### config.mk
export PLATFORM = sky130hd
export DESIGN_NAME = instruction_fetch_stage_flat
export DESIGN_NICKNAME = d
export VERILOG_FILES = /design/src/rtl/instruction_fetch_stage_pkg.sv /design/src/rtl/instruction_fetch_stage_if.sv /design/src/rtl/instruction_fetch_stage_if_id_register.sv /design/src/rtl/instruction_fetch_stage.sv /design/src/flat_wrapper.sv
export SDC_FILE = /design/constraint.sdc
export NUM_CORES = 1
export LEC_CHECK = 0
export CAP_MARGIN = 30
export CORE_MARGIN = 3
export CORE_UTILIZATION = 45
export CTS_BUF_LIST = sky130_fd_sc_hd__clkbuf_4 sky130_fd_sc_hd__clkbuf_8
export DETAILED_ROUTE_END_ITERATION = 8
export GPL_ROUTABILITY_DRIVEN = 0
export PLACE_DENSITY = 0.83
export SLEW_MARGIN = 20
export SYNTH_ARGS = -nofsm -noshare
export SYNTH_HDL_FRONTEND = slang
export SYNTH_SLANG_ARGS = --single-unit
### constraint.sdc
create_clock -name clk -period 2.5 [get_ports clk]
set_input_delay 0.5 -clock clk [delete_from_list [all_inputs] [get_ports clk]]
set_output_delay 0.5 -clock clk [all_outputs]
set_load 0.02 [all_outputs]
### src/rtl/instruction_fetch_stage_pkg.sv
`default_nettype none
// ============================================================================
//  Module   : instruction_fetch_stage_pkg
//  Purpose  : Shared types and constants for the RV64I fetch stage: machine
//             widths, fetch state encoding, the canonical NOP word and a
//             word-alignment helper.
//  Revision : 1.0  initial release
// ============================================================================
package instruction_fetch_stage_pkg;

    localparam int XLEN = 64;
    localparam int ILEN = 32;

    // addi x0, x0, 0
    localparam logic [ILEN-1:0] c_NOP_INSTR = 32'h0000_0013;

    typedef enum logic [0:0] {
        FETCH_RUN    = 1'b0,
        FETCH_HALTED = 1'b1
    } fetch_state_e;

    // Instruction fetches are always word aligned; low two bits are dropped.
    function automatic logic [XLEN-1:0] align_word(input logic [XLEN-1:0] addr);
        return addr & ~64'h3;
    endfunction

endpackage
`default_nettype wire

### src/rtl/instruction_fetch_stage_if.sv
`default_nettype none
// ============================================================================
//  Module   : instruction_fetch_stage_if
//  Purpose  : Bundles the fetch stage's control inputs, instruction-memory
//             port and IF/ID outputs.
//  Modports : master - the fetch stage (drives address, IF/ID, status)
//             slave  - the surrounding core / memory (drives control, word)
//  Signals  : Stall, Branch_Taken, Branch_Target[63:0], Instruction[31:0] (to
//             stage); Inst_Address[63:0], IF_ID_PC[63:0],
//             IF_ID_Instruction[31:0], IF_ID_Valid, Halted, Fetch_Count[31:0]
//             (from stage)
//  Revision : 1.0  initial release
// ============================================================================
interface instruction_fetch_stage_if;
    import instruction_fetch_stage_pkg::*;

    logic            Stall;
    logic            Branch_Taken;
    logic [XLEN-1:0] Branch_Target;
    logic [XLEN-1:0] Inst_Address;
    logic [ILEN-1:0] Instruction;
    logic [XLEN-1:0] IF_ID_PC;
    logic [ILEN-1:0] IF_ID_Instruction;
    logic            IF_ID_Valid;
    logic            Halted;
    logic [31:0]     Fetch_Count;

    modport master (
        input  Stall, Branch_Taken, Branch_Target, Instruction,
        output Inst_Address, IF_ID_PC, IF_ID_Instruction, IF_ID_Valid,
               Halted, Fetch_Count
    );

    modport slave (
        output Stall, Branch_Taken, Branch_Target, Instruction,
        input  Inst_Address, IF_ID_PC, IF_ID_Instruction, IF_ID_Valid,
               Halted, Fetch_Count
    );

endinterface
`default_nettype wire

### src/rtl/instruction_fetch_stage_if_id_register.sv
`default_nettype none
// ============================================================================
//  Module   : if_id_register
//  Purpose  : IF/ID pipeline register holding PC, instruction word and valid.
//             Priority: reset > flush > hold > load. Flush injects a bubble
//             (NOP, valid=0) and leaves the stored PC untouched.
//  Ports    : clk, reset (sync, active-high), i_load, i_hold, i_flush,
//             i_pc[63:0], i_instruction[31:0] -> o_pc, o_instruction, o_valid
//  Revision : 1.0  initial release
// ============================================================================
module if_id_register
    import instruction_fetch_stage_pkg::*;
#(
    parameter logic [ILEN-1:0] NOP_INSTR = c_NOP_INSTR
) (
    input  wire logic            clk,
    input  wire logic            reset,
    input  wire logic            i_load,
    input  wire logic            i_hold,
    input  wire logic            i_flush,
    input  wire logic [XLEN-1:0] i_pc,
    input  wire logic [ILEN-1:0] i_instruction,
    output logic      [XLEN-1:0] o_pc,
    output logic      [ILEN-1:0] o_instruction,
    output logic                 o_valid
);

    logic [XLEN-1:0] r_pc;
    logic [ILEN-1:0] r_instruction;
    logic            r_valid;

    always_ff @(posedge clk) begin
        if (reset) begin
            r_pc          <= '0;
            r_instruction <= NOP_INSTR;
            r_valid       <= 1'b0;
        end else if (i_flush) begin
            r_instruction <= NOP_INSTR;
            r_valid       <= 1'b0;
        end else if (!i_hold && i_load) begin
            r_pc          <= i_pc;
            r_instruction <= i_instruction;
            r_valid       <= 1'b1;
        end
    end

    assign o_pc          = r_pc;
    assign o_instruction = r_instruction;
    assign o_valid       = r_valid;

endmodule
`default_nettype wire

### src/rtl/instruction_fetch_stage.sv
`default_nettype none
// ============================================================================
//  Module   : instruction_fetch_stage
//  Purpose  : RV64I fetch stage. Owns the PC, presents it to a combinational
//             instruction memory, captures the returned word into IF/ID one
//             clock later. Handles stall, branch redirect with wrong-path
//             flush, and halts when a fetch would read past MEM_BYTES.
//  Ports    : clk, reset (sync, active-high)
//             bus (instruction_fetch_stage_if.master): Stall, Branch_Taken,
//             Branch_Target, Instruction in; Inst_Address, IF_ID_PC,
//             IF_ID_Instruction, IF_ID_Valid, Halted, Fetch_Count out
//  Revision : 1.0  initial release
// ============================================================================
module instruction_fetch_stage
    import instruction_fetch_stage_pkg::*;
#(
    parameter logic [XLEN-1:0] RESET_PC  = 64'h0,
    parameter logic [XLEN-1:0] MEM_BYTES = 64'd80,
    parameter logic [ILEN-1:0] NOP_INSTR = c_NOP_INSTR
) (
    input  wire logic               clk,
    input  wire logic               reset,
    instruction_fetch_stage_if.master bus
);

    localparam logic [0:0] c_RUN    = 1'(FETCH_RUN);
    localparam logic [0:0] c_HALTED = 1'(FETCH_HALTED);

    logic [XLEN-1:0] r_pc;
    logic [0:0]      r_state;
    logic [31:0]     r_fetch_count;

    logic [XLEN:0]   w_last_byte;
    logic            w_in_range;
    logic            w_capture;
    logic            w_flush;
    logic            w_hold;
    logic            w_halt;

    // Address of the last byte of the word at PC, one bit wider so the top
    // word of the address space cannot wrap around and look in range.
    assign w_last_byte = {1'b0, r_pc} + 65'd3;
    assign w_in_range  = (w_last_byte < {1'b0, MEM_BYTES});

    // Per-edge decision; the branch redirect outranks stall and halt.
    always_comb begin
        w_capture = 1'b0;
        w_flush   = 1'b0;
        w_hold    = 1'b0;
        w_halt    = 1'b0;
        if (bus.Branch_Taken) begin
            w_flush = 1'b1;
        end else if (r_state == c_HALTED) begin
            w_hold = 1'b1;
        end else if (bus.Stall) begin
            w_hold = 1'b1;
        end else if (w_in_range) begin
            w_capture = 1'b1;
        end else begin
            w_flush = 1'b1;
            w_halt  = 1'b1;
        end
    end

    always_ff @(posedge clk) begin
        if (reset) begin
            r_pc          <= RESET_PC;
            r_state       <= c_RUN;
            r_fetch_count <= '0;
        end else begin
            if (bus.Branch_Taken) begin
                r_pc    <= align_word(bus.Branch_Target);
                r_state <= c_RUN;
            end else if (w_halt) begin
                r_state <= c_HALTED;
            end else if (w_capture) begin
                r_pc <= r_pc + 64'd4;
            end

            if (w_capture) begin
                r_fetch_count <= r_fetch_count + 32'd1;
            end
        end
    end

    if_id_register #(
        .NOP_INSTR (NOP_INSTR)
    ) u_if_id (
        .clk           (clk),
        .reset         (reset),
        .i_load        (w_capture),
        .i_hold        (w_hold),
        .i_flush       (w_flush),
        .i_pc          (r_pc),
        .i_instruction (bus.Instruction),
        .o_pc          (bus.IF_ID_PC),
        .o_instruction (bus.IF_ID_Instruction),
        .o_valid       (bus.IF_ID_Valid)
    );

    assign bus.Inst_Address = r_pc;
    assign bus.Halted       = (r_state == c_HALTED);
    assign bus.Fetch_Count  = r_fetch_count;

endmodule
`default_nettype wire

### src/flat_wrapper.sv
// flat-port wrapper written by rule: the top's interface ports become plain ports
module instruction_fetch_stage_flat import instruction_fetch_stage_pkg::*;
#(
    parameter logic [XLEN-1:0] RESET_PC  = 64'h0,
    parameter logic [XLEN-1:0] MEM_BYTES = 64'd80,
    parameter logic [ILEN-1:0] NOP_INSTR = c_NOP_INSTR
)
  (clk, reset, bus_Stall, bus_Branch_Taken, bus_Branch_Target, bus_Instruction, bus_Inst_Address, bus_IF_ID_PC, bus_IF_ID_Instruction, bus_IF_ID_Valid, bus_Halted, bus_Fetch_Count);
  instruction_fetch_stage_if bus_i ();
  input  wire logic clk;
  input  wire logic reset;
  input wire logic [$bits(bus_i.Stall)-1:0] bus_Stall;
  input wire logic [$bits(bus_i.Branch_Taken)-1:0] bus_Branch_Taken;
  input wire logic [$bits(bus_i.Branch_Target)-1:0] bus_Branch_Target;
  input wire logic [$bits(bus_i.Instruction)-1:0] bus_Instruction;
  output wire logic [$bits(bus_i.Inst_Address)-1:0] bus_Inst_Address;
  output wire logic [$bits(bus_i.IF_ID_PC)-1:0] bus_IF_ID_PC;
  output wire logic [$bits(bus_i.IF_ID_Instruction)-1:0] bus_IF_ID_Instruction;
  output wire logic [$bits(bus_i.IF_ID_Valid)-1:0] bus_IF_ID_Valid;
  output wire logic [$bits(bus_i.Halted)-1:0] bus_Halted;
  output wire logic [$bits(bus_i.Fetch_Count)-1:0] bus_Fetch_Count;
  assign bus_i.Stall = bus_Stall;
  assign bus_i.Branch_Taken = bus_Branch_Taken;
  assign bus_i.Branch_Target = bus_Branch_Target;
  assign bus_i.Instruction = bus_Instruction;
  assign bus_Inst_Address = bus_i.Inst_Address;
  assign bus_IF_ID_PC = bus_i.IF_ID_PC;
  assign bus_IF_ID_Instruction = bus_i.IF_ID_Instruction;
  assign bus_IF_ID_Valid = bus_i.IF_ID_Valid;
  assign bus_Halted = bus_i.Halted;
  assign bus_Fetch_Count = bus_i.Fetch_Count;
  instruction_fetch_stage #(.RESET_PC(RESET_PC), .MEM_BYTES(MEM_BYTES), .NOP_INSTR(NOP_INSTR)) u_core (.clk(clk), .reset(reset), .bus(bus_i));
endmodule
; ---- Yosys cells after proc, flatten, opt, wreduce, memory -nomap -nowiden
; Index checks and enable logic that the tools add are counted.
[classes]
add_sub_neg = 3
order_cmp = 1
eq_ne = 1
mux = 15
bitwise_logic = 2
n_reduce_logical = 8
[op_table]
columns = op, n
row1 = 2-to-1 mux 64 bit, 3
row2 = adder 64 x 2 -> 65 bit (second input constant), 1
row3 = less-than comparator 65 x 7 -> 1 bit (second input constant), 1
row4 = adder 64 x 3 -> 64 bit (second input constant), 1
row5 = adder 32 x 1 -> 32 bit (second input constant), 1
row6 = 2-to-1 mux 1 bit, 12
row7 = AND reduction 2 bit, 3
row8 = OR reduction 2 bit, 2
row9 = != test 2 bit (second input constant), 1
row10 = inverter 1 bit, 2
row11 = nonzero test 2 bit, 1
row12 = logical AND 1 bit, 1
row13 = logical NOT 1 bit, 1
[word_totals]
register_bits = 194
in_bits = 100
out_inout_bits = 194
word_cells = 37

; ---- Longest topological paths before layout
; Gate-level depths: netlist (run 1).
[depth]
ltp_word = 9
mapped_depth = 8
mapped_depth_nobuf = 6

; ---- Hierarchy
; Synthesis (run 1) repeated with hierarchy kept, for this count alone.
[unflattened]
hier_cells = 867
hier_area_um2 = 7523.5
[modules_own_cells]
columns = mod, instances, cells_per_inst, area_per_inst_um2, seq_area_each_um2
row1 = instruction_fetch_stage, 1, 443, 4132.7, 1901.8
row2 = if_id_register, 1, 424, 3390.8, 1941.9

; ---- Least setup slack after synthesis (run 1)
; No wires, ideal clock.
[synth_timing]
path_type = register to register
startpoint = reg u_core.r_pc[48] (netlist: u_core.bus.Inst_Address[48])
endpoint = reg u_core.r_fetch_count[7] (netlist: u_core.bus.Fetch_Count[7])
setup_ps = 121
arrival_time_ps = 2119
required_time_ps = 2379
path_slack_ps = 260
stages_incl_launch_ff = 8
path_buffers = 2
synth_period_minus_slack_ps = 2240
cell_sequence = dfxtp_1 > nor4_1 > nand4_1 > or3_4 > buf_6 > buf_2 > nor4_1 > mux2_2
[synth_via]
elab_chain_cells = 6
[synth_lines]
columns = item, line
row1 = from (decl), instruction_fetch_stage.sv:29  ; logic [XLEN-1:0] r_pc;
row2 = from (signal assigned), instruction_fetch_stage.sv:72  ; r_pc <= align_word(bus.Branch_Target);
row3 = from (signal assigned), instruction_fetch_stage.sv:77  ; r_pc <= r_pc + 64'd4;
row4 = adder 64 x 2 -> 65 bit, instruction_fetch_stage.sv:42  ; assign w_last_byte = {1'b0, r_pc} + 65'd3;
row5 = less-than comparator 65 x 7 -> 1 bit, instruction_fetch_stage.sv:43  ; assign w_in_range = (w_last_byte < {1'b0, MEM_BYTES});
row6 = 2-to-1 mux 1 bit, instruction_fetch_stage.sv:57  ; end else if (w_in_range) begin
row7 = 2-to-1 mux 1 bit, instruction_fetch_stage.sv:55  ; end else if (bus.Stall) begin
row8 = 2-to-1 mux 1 bit, instruction_fetch_stage.sv:53  ; end else if (r_state == c_HALTED) begin
row9 = 2-to-1 mux 1 bit, instruction_fetch_stage.sv:51  ; if (bus.Branch_Taken) begin
row10 = to (signal assigned), instruction_fetch_stage.sv:81  ; r_fetch_count <= r_fetch_count + 32'd1;
row11 = to (decl), instruction_fetch_stage.sv:31  ; logic [31:0] r_fetch_count;
; No other way between the ends.
; A chain may end at the register's enable or synchronous reset.

; ---- Final worst setup path (run 1)
[layout_timing]
startpoint = reg u_core.r_pc[26] (netlist: u_core.bus.Inst_Address[26])
endpoint = reg u_core.r_pc[4] (netlist: u_core.bus.Inst_Address[4])
[layout_via]
elab_chain_cells = 8
elab_cells_between_ends = 13
cone_classes = add/sub: 1 / order compare: 1 / eq/ne: 1 / mux: 8 / reduce/logical: 2
[layout_lines]
columns = item, line
row1 = adder 64 x 2 -> 65 bit (*), instruction_fetch_stage.sv:42
row2 = less-than comparator 65 x 7 -> 1 bit (*), instruction_fetch_stage.sv:43
row3 = 2-to-1 mux 1 bit, instruction_fetch_stage.sv:57
row4 = 2-to-1 mux 1 bit, instruction_fetch_stage.sv:55
row5 = 2-to-1 mux 1 bit, instruction_fetch_stage.sv:53
row6 = 2-to-1 mux 1 bit, instruction_fetch_stage.sv:51
row7 = != test 2 bit (no source line) / nonzero test 2 bit (equally long branches), --
row8 = AND reduction 2 bit (no source line) (*), --
; Every way passes the cells marked *; elsewhere a longest branch is shown, timed or not.

==> results.sh, run 1 <==
export IMPL_layout_commonest_cell="clkdlybuf4s50_1"
export IMPL_synth_avg_cell_area_um2=9.45
export IMPL_clk_latency_ns=0.46
export IMPL_seqCellArea_um2=3800
export IMPL_grt_usage=0.239
export IMPL_crit_start="u_core.bus.Inst_Address[26]"
export IMPL_routedWlPerCell_um=17.5
export IMPL_critical_path_class="reg2reg"
export IMPL_finalCriticalPeriod_ns=2.41
export IMPL_finalNonFillerCells=1277
export IMPL_clkSlewWorstSetupHoldPaths_ns=0.12
export IMPL_multi_input_area_um2=3320
export IMPL_antenna_left=0
export IMPL_drc=0
export IMPL_synth_area_um2=7340
export IMPL_total_power_w=0.00584
export IMPL_initial_core_util=0.460
export IMPL_cts_hold_buf=0
export IMPL_synth_edf_count=0
export IMPL_drive_above_1_share=0.0914
export IMPL_area_delta_synth_final_pct=49.6
export IMPL_grt_pass1_vias=6656
export IMPL_synthCells=776
export IMPL_r2r_slack_ns=0.09
export IMPL_grt_max_degree=78
export IMPL_layout_common_cells="clkdlybuf4s50_1, dfxtp_1, nor2_1"
export IMPL_ys_warn_count=0
export IMPL_top_level_ports=294
export IMPL_cp_arrival_ns=2.77
export IMPL_seq_area_frac_synth=0.519
export IMPL_crit_cells=5
export IMPL_fill_cells=1262
export IMPL_worstSetupEndpointType="flop"
export IMPL_crit_slowest_cell="or3_4"
export IMPL_cap_violations=0
export IMPL_leakage_nw=4.06
export IMPL_crit_family="simple AND/OR/NAND/NOR gates"
export IMPL_finalInstanceArea_um2=11000
export IMPL_core_um2=15900
export IMPL_skew_ns=0.0196
export IMPL_hold_path_class="in2reg"
export IMPL_dieArea_um2=17900
export IMPL_cp_required_ns=2.86
export IMPL_antenna_found_initial=0
export IMPL_grt_ovfl_total=0
export IMPL_setup_viol=0
export IMPL_wl_met3_mm=1.98
export IMPL_placed_cell_area_um2=10500
export IMPL_rows=46
export IMPL_synth_ff_type="dfxtp_1"
export IMPL_dp_cells=1242
export IMPL_finalNetCount=1150
export IMPL_power_density_nw_per_um2=532
export IMPL_wl_met2_mm=11.0
export IMPL_cts_tree="done"
export IMPL_clkSinkCount=190
export IMPL_worstSetupStartpointType="flop"
export IMPL_cts_root_buf="clkbuf_8"
export IMPL_r2r_end="u_core.bus.Inst_Address[4]"
export IMPL_synth_seq_cells=190
export IMPL_top_layer="met4"
export IMPL_crit_end="u_core.bus.Inst_Address[4]"
export IMPL_r2r_start="u_core.bus.Inst_Address[26]"
export IMPL_grt_pass1_wl_mm=34.7
export IMPL_status="completed"
export IMPL_first_iter_violations=400
export IMPL_io_buffer_count=287
export IMPL_fin_crit_sh=0.963
export IMPL_rr_worst_depth=5
export IMPL_via_per_inst=5.33
export IMPL_path_cells="nor4_2, nand4_1, or3_4, or4_1, a311oi_1"
export IMPL_path_buf_inv=0
export IMPL_ys_types=40
export IMPL_die_x_um=134
export IMPL_maxSlewViolCount=0
export IMPL_diodes=0
export IMPL_dp_hpwl_mm=15.7
export IMPL_htreeDepth=4
export IMPL_max_vdd_ir_drop_v=0.000403
export IMPL_ctsLongestPathBuffers=2
export IMPL_num_vias=6807
export IMPL_cp_slowest_stage_delay_ns=0.59
export IMPL_cts_buffers=17
export IMPL_max_freq_mhz=415
export IMPL_tightest_slew_ns=0.705
export IMPL_wl_met1_mm=8.95
export IMPL_dieHeight_um=134
export IMPL_ys_async_sr_fraction=0
export IMPL_final_util=0.688
export IMPL_hold_viol_final=0
export IMPL_firstDrtPassIters=5
export IMPL_slew_headroom=0.530
export IMPL_path_max_fanout=25
export IMPL_routed_wl_mm=22.3
[per-layer routing]
metal  global-route usage  up-vias
met3               0.0918       26
li1                     -     3284
met4               0.0571        0
met2                0.410      275
met5                    0        -
met1                0.285     3222
[worst min path at each step]
stage                                           end  cells past startpoint                     from  slack (ns)
floorplan                   u_core.u_if_id.o_pc[10]                      1  u_core.u_if_id.o_pc[10]        0.55
global placement            u_core.u_if_id.o_pc[18]                      1  u_core.u_if_id.o_pc[18]        0.44
detailed placement          u_core.u_if_id.o_pc[55]                      1  u_core.u_if_id.o_pc[55]        0.44
CTS                 u_core.u_if_id.o_instruction[0]                      3         bus_Branch_Taken        0.30
global route        u_core.u_if_id.o_instruction[0]                      3         bus_Branch_Taken        0.34
finish              u_core.u_if_id.o_instruction[0]                      3         bus_Branch_Taken        0.33
[per-stage QoR]
| step | TNS [ns] | hold slack [ns] | setup slack [ns] |
|---|---|---|---|
| finish | 0 | 0.326 | 0.0925 |
| global route | -0.0341 | 0.339 | -0.0261 |
| CTS | 0 | 0.302 | 0.0687 |
| detailed placement | -0.0312 | 0.443 | -0.0158 |
| global placement | 0 | 0.441 | 0.0396 |
| floorplan | 0 | 0.553 | 0.260 |
[worst min-delay path: cells and delay by family]
family                 cells  cell delay [ns]
and+or+nand+nor            2             0.15
buffers and inverters      1             0.11
[layout make-up]
type                    instances  area share
flip-flops and latches        190       0.347
repair buffers                315       0.287
clock buffers                  17      0.0213
clock inverters                15      0.0154
well taps                     216      0.0246
inverters                       8     0.00274
multi-input cells             516       0.302
[sequential cells by signal (all words and copies together) (netlist names)]
| signal | count |
|---|---|
| u_core.bus.Fetch_Count | 32 |
| u_core.bus.Halted | 1 |
| u_core.bus.Inst_Address | 62 |
| u_core.u_if_id.o_instruction | 32 |
| u_core.u_if_id.o_pc | 62 |
| u_core.u_if_id.o_valid | 1 |
[kinds of logic after synthesis]
kind of cell | Yosys count | synth area share
muxes | 76 | 0.107
and+or+nand+nor | 318 | 0.231
buffers and inverters | 74 | 0.0426
other | 1 | 0.000511
DFF | 190 | 0.519
adders and majority gates | 2 | 0.00341
AOI/OAI and AO/OA | 115 | 0.0965
[report_power, final]
part / switching [W] / internal [W]
registers: 0.0000589 / 0.00309
logic: 0.000313 / 0.000343
clock network: 0.00127 / 0.000768
total: 0.00164 / 0.00420
[cells in the mapped netlist, types with 2 or more instances]
master	n	share of area
dfxtp_1	190	0.52
nor2_1	88	0.045
nand3_1	58	0.040
and2_1	57	0.049
mux2i_1	57	0.078
clkbuf_1	43	0.022
o21ai_0	42	0.029
a211oi_1	30	0.031
nor4_1	25	0.021
a21oi_1	23	0.016
nand4_1	19	0.016
mux2_2	18	0.028
nor2b_1	17	0.014
buf_1	13	0.0067
o31ai_1	12	0.012
or4_1	12	0.012
and3_1	11	0.0094
nor3_1	11	0.0075
nand2_1	9	0.0046
inv_1	8	0.0041
buf_2	4	0.0027
buf_4	4	0.0041
and4_1	3	0.0036
a311oi_1	2	0.0024
buf_6	2	0.0031
ha_1	2	0.0034
or2_2	2	0.0017
or3_1	2	0.0017
[what timing repair did]
item	CTS	global route
resized for setup	0	10
setup endpoints to repair	0	22
buffers inserted	0	2
Note: power is estimated with default switching activity, not from simulation.
==> inputs of run 2 (changes only) <==
--- a/config.mk
+++ b/config.mk
@@ -7,11 +7,11 @@
 export LEC_CHECK = 0
 export CAP_MARGIN = 30
 export CORE_MARGIN = 3
-export CORE_UTILIZATION = 45
+export CORE_UTILIZATION = 40
 export CTS_BUF_LIST = sky130_fd_sc_hd__clkbuf_4 sky130_fd_sc_hd__clkbuf_8
 export DETAILED_ROUTE_END_ITERATION = 8
 export GPL_ROUTABILITY_DRIVEN = 0
-export PLACE_DENSITY = 0.83
+export PLACE_DENSITY = 0.75
 export SLEW_MARGIN = 20
 export SYNTH_ARGS = -nofsm -noshare
 export SYNTH_HDL_FRONTEND = slang
==> run 2 against run 1 <==
Compared with the run above:
- clock-buffer cell count increased by 1
- flip-flop and latch count unchanged
- clock skew decreased by 0.0042 ns
- hold slack improved by 0.015 ns
- highest routed layer is now met5
==> results.sh, run 2 (synthesized netlist as in run 1, its figures left out) <==
export IMPL_status="completed"
export IMPL_die_x_um=141
export IMPL_crit_slowest_cell="or4_1"
export IMPL_worstSetupEndpointType="flop"
export IMPL_antenna_found_initial=1
export IMPL_p_clk_frac=0.356
export IMPL_maxSlewViolCount=0
export IMPL_max_vdd_ir_drop_v=0.000310
export IMPL_finalCriticalPeriod_ns=2.37
export IMPL_leakage_nw=4.05
export IMPL_r2r_slack_ns=0.13
export IMPL_path_max_fanout=22
export IMPL_use_met3=0.0907
export IMPL_routedWlPerCell_um=17.5
export IMPL_drc=0
export IMPL_rr_worst_depth=6
export IMPL_p_sw_w=0.00159
export IMPL_cts_buffers=17
export IMPL_skew_ns=0.0154
export IMPL_grt_pass1_wl_mm=35.3
export IMPL_first_iter_violations=399
export IMPL_finalNetCount=1154
export IMPL_antenna_left=0
export IMPL_layout_common_cells="clkdlybuf4s50_1, dfxtp_1, nor2_1"
export IMPL_clkSlewWorstSetupHoldPaths_ns=0.10
export IMPL_drive_above_1_share=0.0920
export IMPL_grt_ovfl_total=0
export IMPL_whs_ns=0.341
export IMPL_grt_use_met1=0.276
export IMPL_r2r_end="u_core.bus.Fetch_Count[25]"
export IMPL_total_power_w=0.00588
export IMPL_clk_latency_ns=0.47
export IMPL_tightest_slew_ns=0.622
export IMPL_worstSetupStartpointType="flop"
export IMPL_final_util=0.623
export IMPL_met2_usage=0.345
export IMPL_cts_tree="done"
export IMPL_dp_hpwl_mm=15.8
export IMPL_max_freq_mhz=422
export IMPL_critical_path_class="reg2reg"
export IMPL_io_buffer_count=287
export IMPL_slew_headroom=0.585
export IMPL_placed_cell_area_um2=10500
export IMPL_core_um2=17600
export IMPL_power_internal_w=0.00429
export IMPL_setup_viol=0
export IMPL_fin_setup_tns_ns=0
export IMPL_p_comb_frac=0.110
export IMPL_dieHeight_um=141
export IMPL_path_cells="nor4_2, nand4_1, buf_4, or3_4, or4_1, a21oi_1"
export IMPL_via_per_inst=5.25
export IMPL_routed_wl_mm=22.5
export IMPL_pwr_share_seq=0.534
export IMPL_cap_violations=0
export IMPL_crit_end="u_core.bus.Fetch_Count[25]"
export IMPL_crit_start="u_core.bus.Inst_Address[13]"
export IMPL_grt_max_degree=58
export IMPL_clkSinkCount=190
export IMPL_grt_pass1_vias=6531
export IMPL_area_delta_synth_final_pct=49.5
export IMPL_ctsLongestPathBuffers=2
export IMPL_rows=48
export IMPL_layout_commonest_cell="clkdlybuf4s50_1"
export IMPL_num_vias=6777
export IMPL_firstDrtPassIters=5
export IMPL_fin_crit_sh=0.948
export IMPL_r2r_start="u_core.bus.Inst_Address[13]"
export IMPL_htreeDepth=4
export IMPL_diodes=0
export IMPL_cp_required_ns=2.90
export IMPL_switching_share=0.271
export IMPL_gr_max_usage_layer="met2"
export IMPL_initial_core_util=0.417
export IMPL_finalInstanceArea_um2=11000
export IMPL_cp_slowest_stage_delay_ns=0.54
export IMPL_dieArea_um2=20000
export IMPL_top_level_ports=294
export IMPL_power_density_nw_per_um2=537
export IMPL_grt_usage=0.219
export IMPL_hold_path_class="in2reg"
export IMPL_cts_root_buf="clkbuf_8"
export IMPL_hold_viol_final=0
export IMPL_cp_arrival_ns=2.77
run 2: changes by cell type in the layout (fill, tap and decap cells not counted), moves of 2 or more:
cell,delta
inv_8,-2
buf_4,+7
buf_12,-3
nor4_1,+3
nor4_2,-3
run 2: cell type report:
type,instances,area (um2)
clock buffers,18,241
multi-input cells,516,3290
repair buffers,319,3150
clock inverters,14,173
fillers,1479,6630
well taps,225,282
inverters,8,30.0
flip-flops and latches,190,3800
run 2: worst min-delay path by stage:
stage / from / to / depth (start not counted) / slack, ns
global placement: u_core.u_if_id.o_pc[9] / u_core.u_if_id.o_pc[9] / 1 / 0.44
floorplan: u_core.u_if_id.o_pc[10] / u_core.u_if_id.o_pc[10] / 1 / 0.55
CTS: reset / u_core.u_if_id.o_pc[5] / 2 / 0.31
finish: reset / u_core.bus.Fetch_Count[1] / 2 / 0.34
global route: reset / u_core.bus.Fetch_Count[1] / 2 / 0.32
detailed placement: u_core.u_if_id.o_pc[26] / u_core.u_if_id.o_pc[26] / 1 / 0.44
run 2: metal layers:
layer | wire (um) | part of all wire
met1 | 9250 | 0.41
met2 | 10500 | 0.47
met3 | 2360 | 0.10
met4 | 417 | 0.019
met5 | 13 | 0.00058
run 2: worst max-delay path: cells and delay by family, from the launching register on:
family	cells	cell delay [ns]
DFF	1	0.35
AOI/OAI and AO/OA	1	0.14
and+or+nand+nor	4	1.59
buffers and inverters	1	0.22
run 2: timing repair:
| action | 4_1_cts | 5_1_grt |
|---|---|---|
| resized for setup | 0 | 6 |
| setup buffers | 0 | 2 |
| setup endpoints to repair | 0 | 54 |
| hold buffers | 0 | 0 |
run 2: per-stage QoR:
step	cells	worst slack [ns]
6_report	1290	0.129
3_5_place_dp	1255	0.0143
2_1_floorplan	779	0.260
5_1_grt	1290	-0.00178
3_3_place_gp	1255	0.0562
4_1_cts	1287	0.0746
run 2: power groups by stage:
stage               Combinational, W  Sequential [W]  Clock (W)
global route                0.000702         0.00315    0.00227
floorplan                   0.000215         0.00327          0
detailed placement          0.000643         0.00321          0
finish                      0.000650         0.00314    0.00209
global placement            0.000641         0.00321          0
CTS                         0.000646         0.00314    0.00215
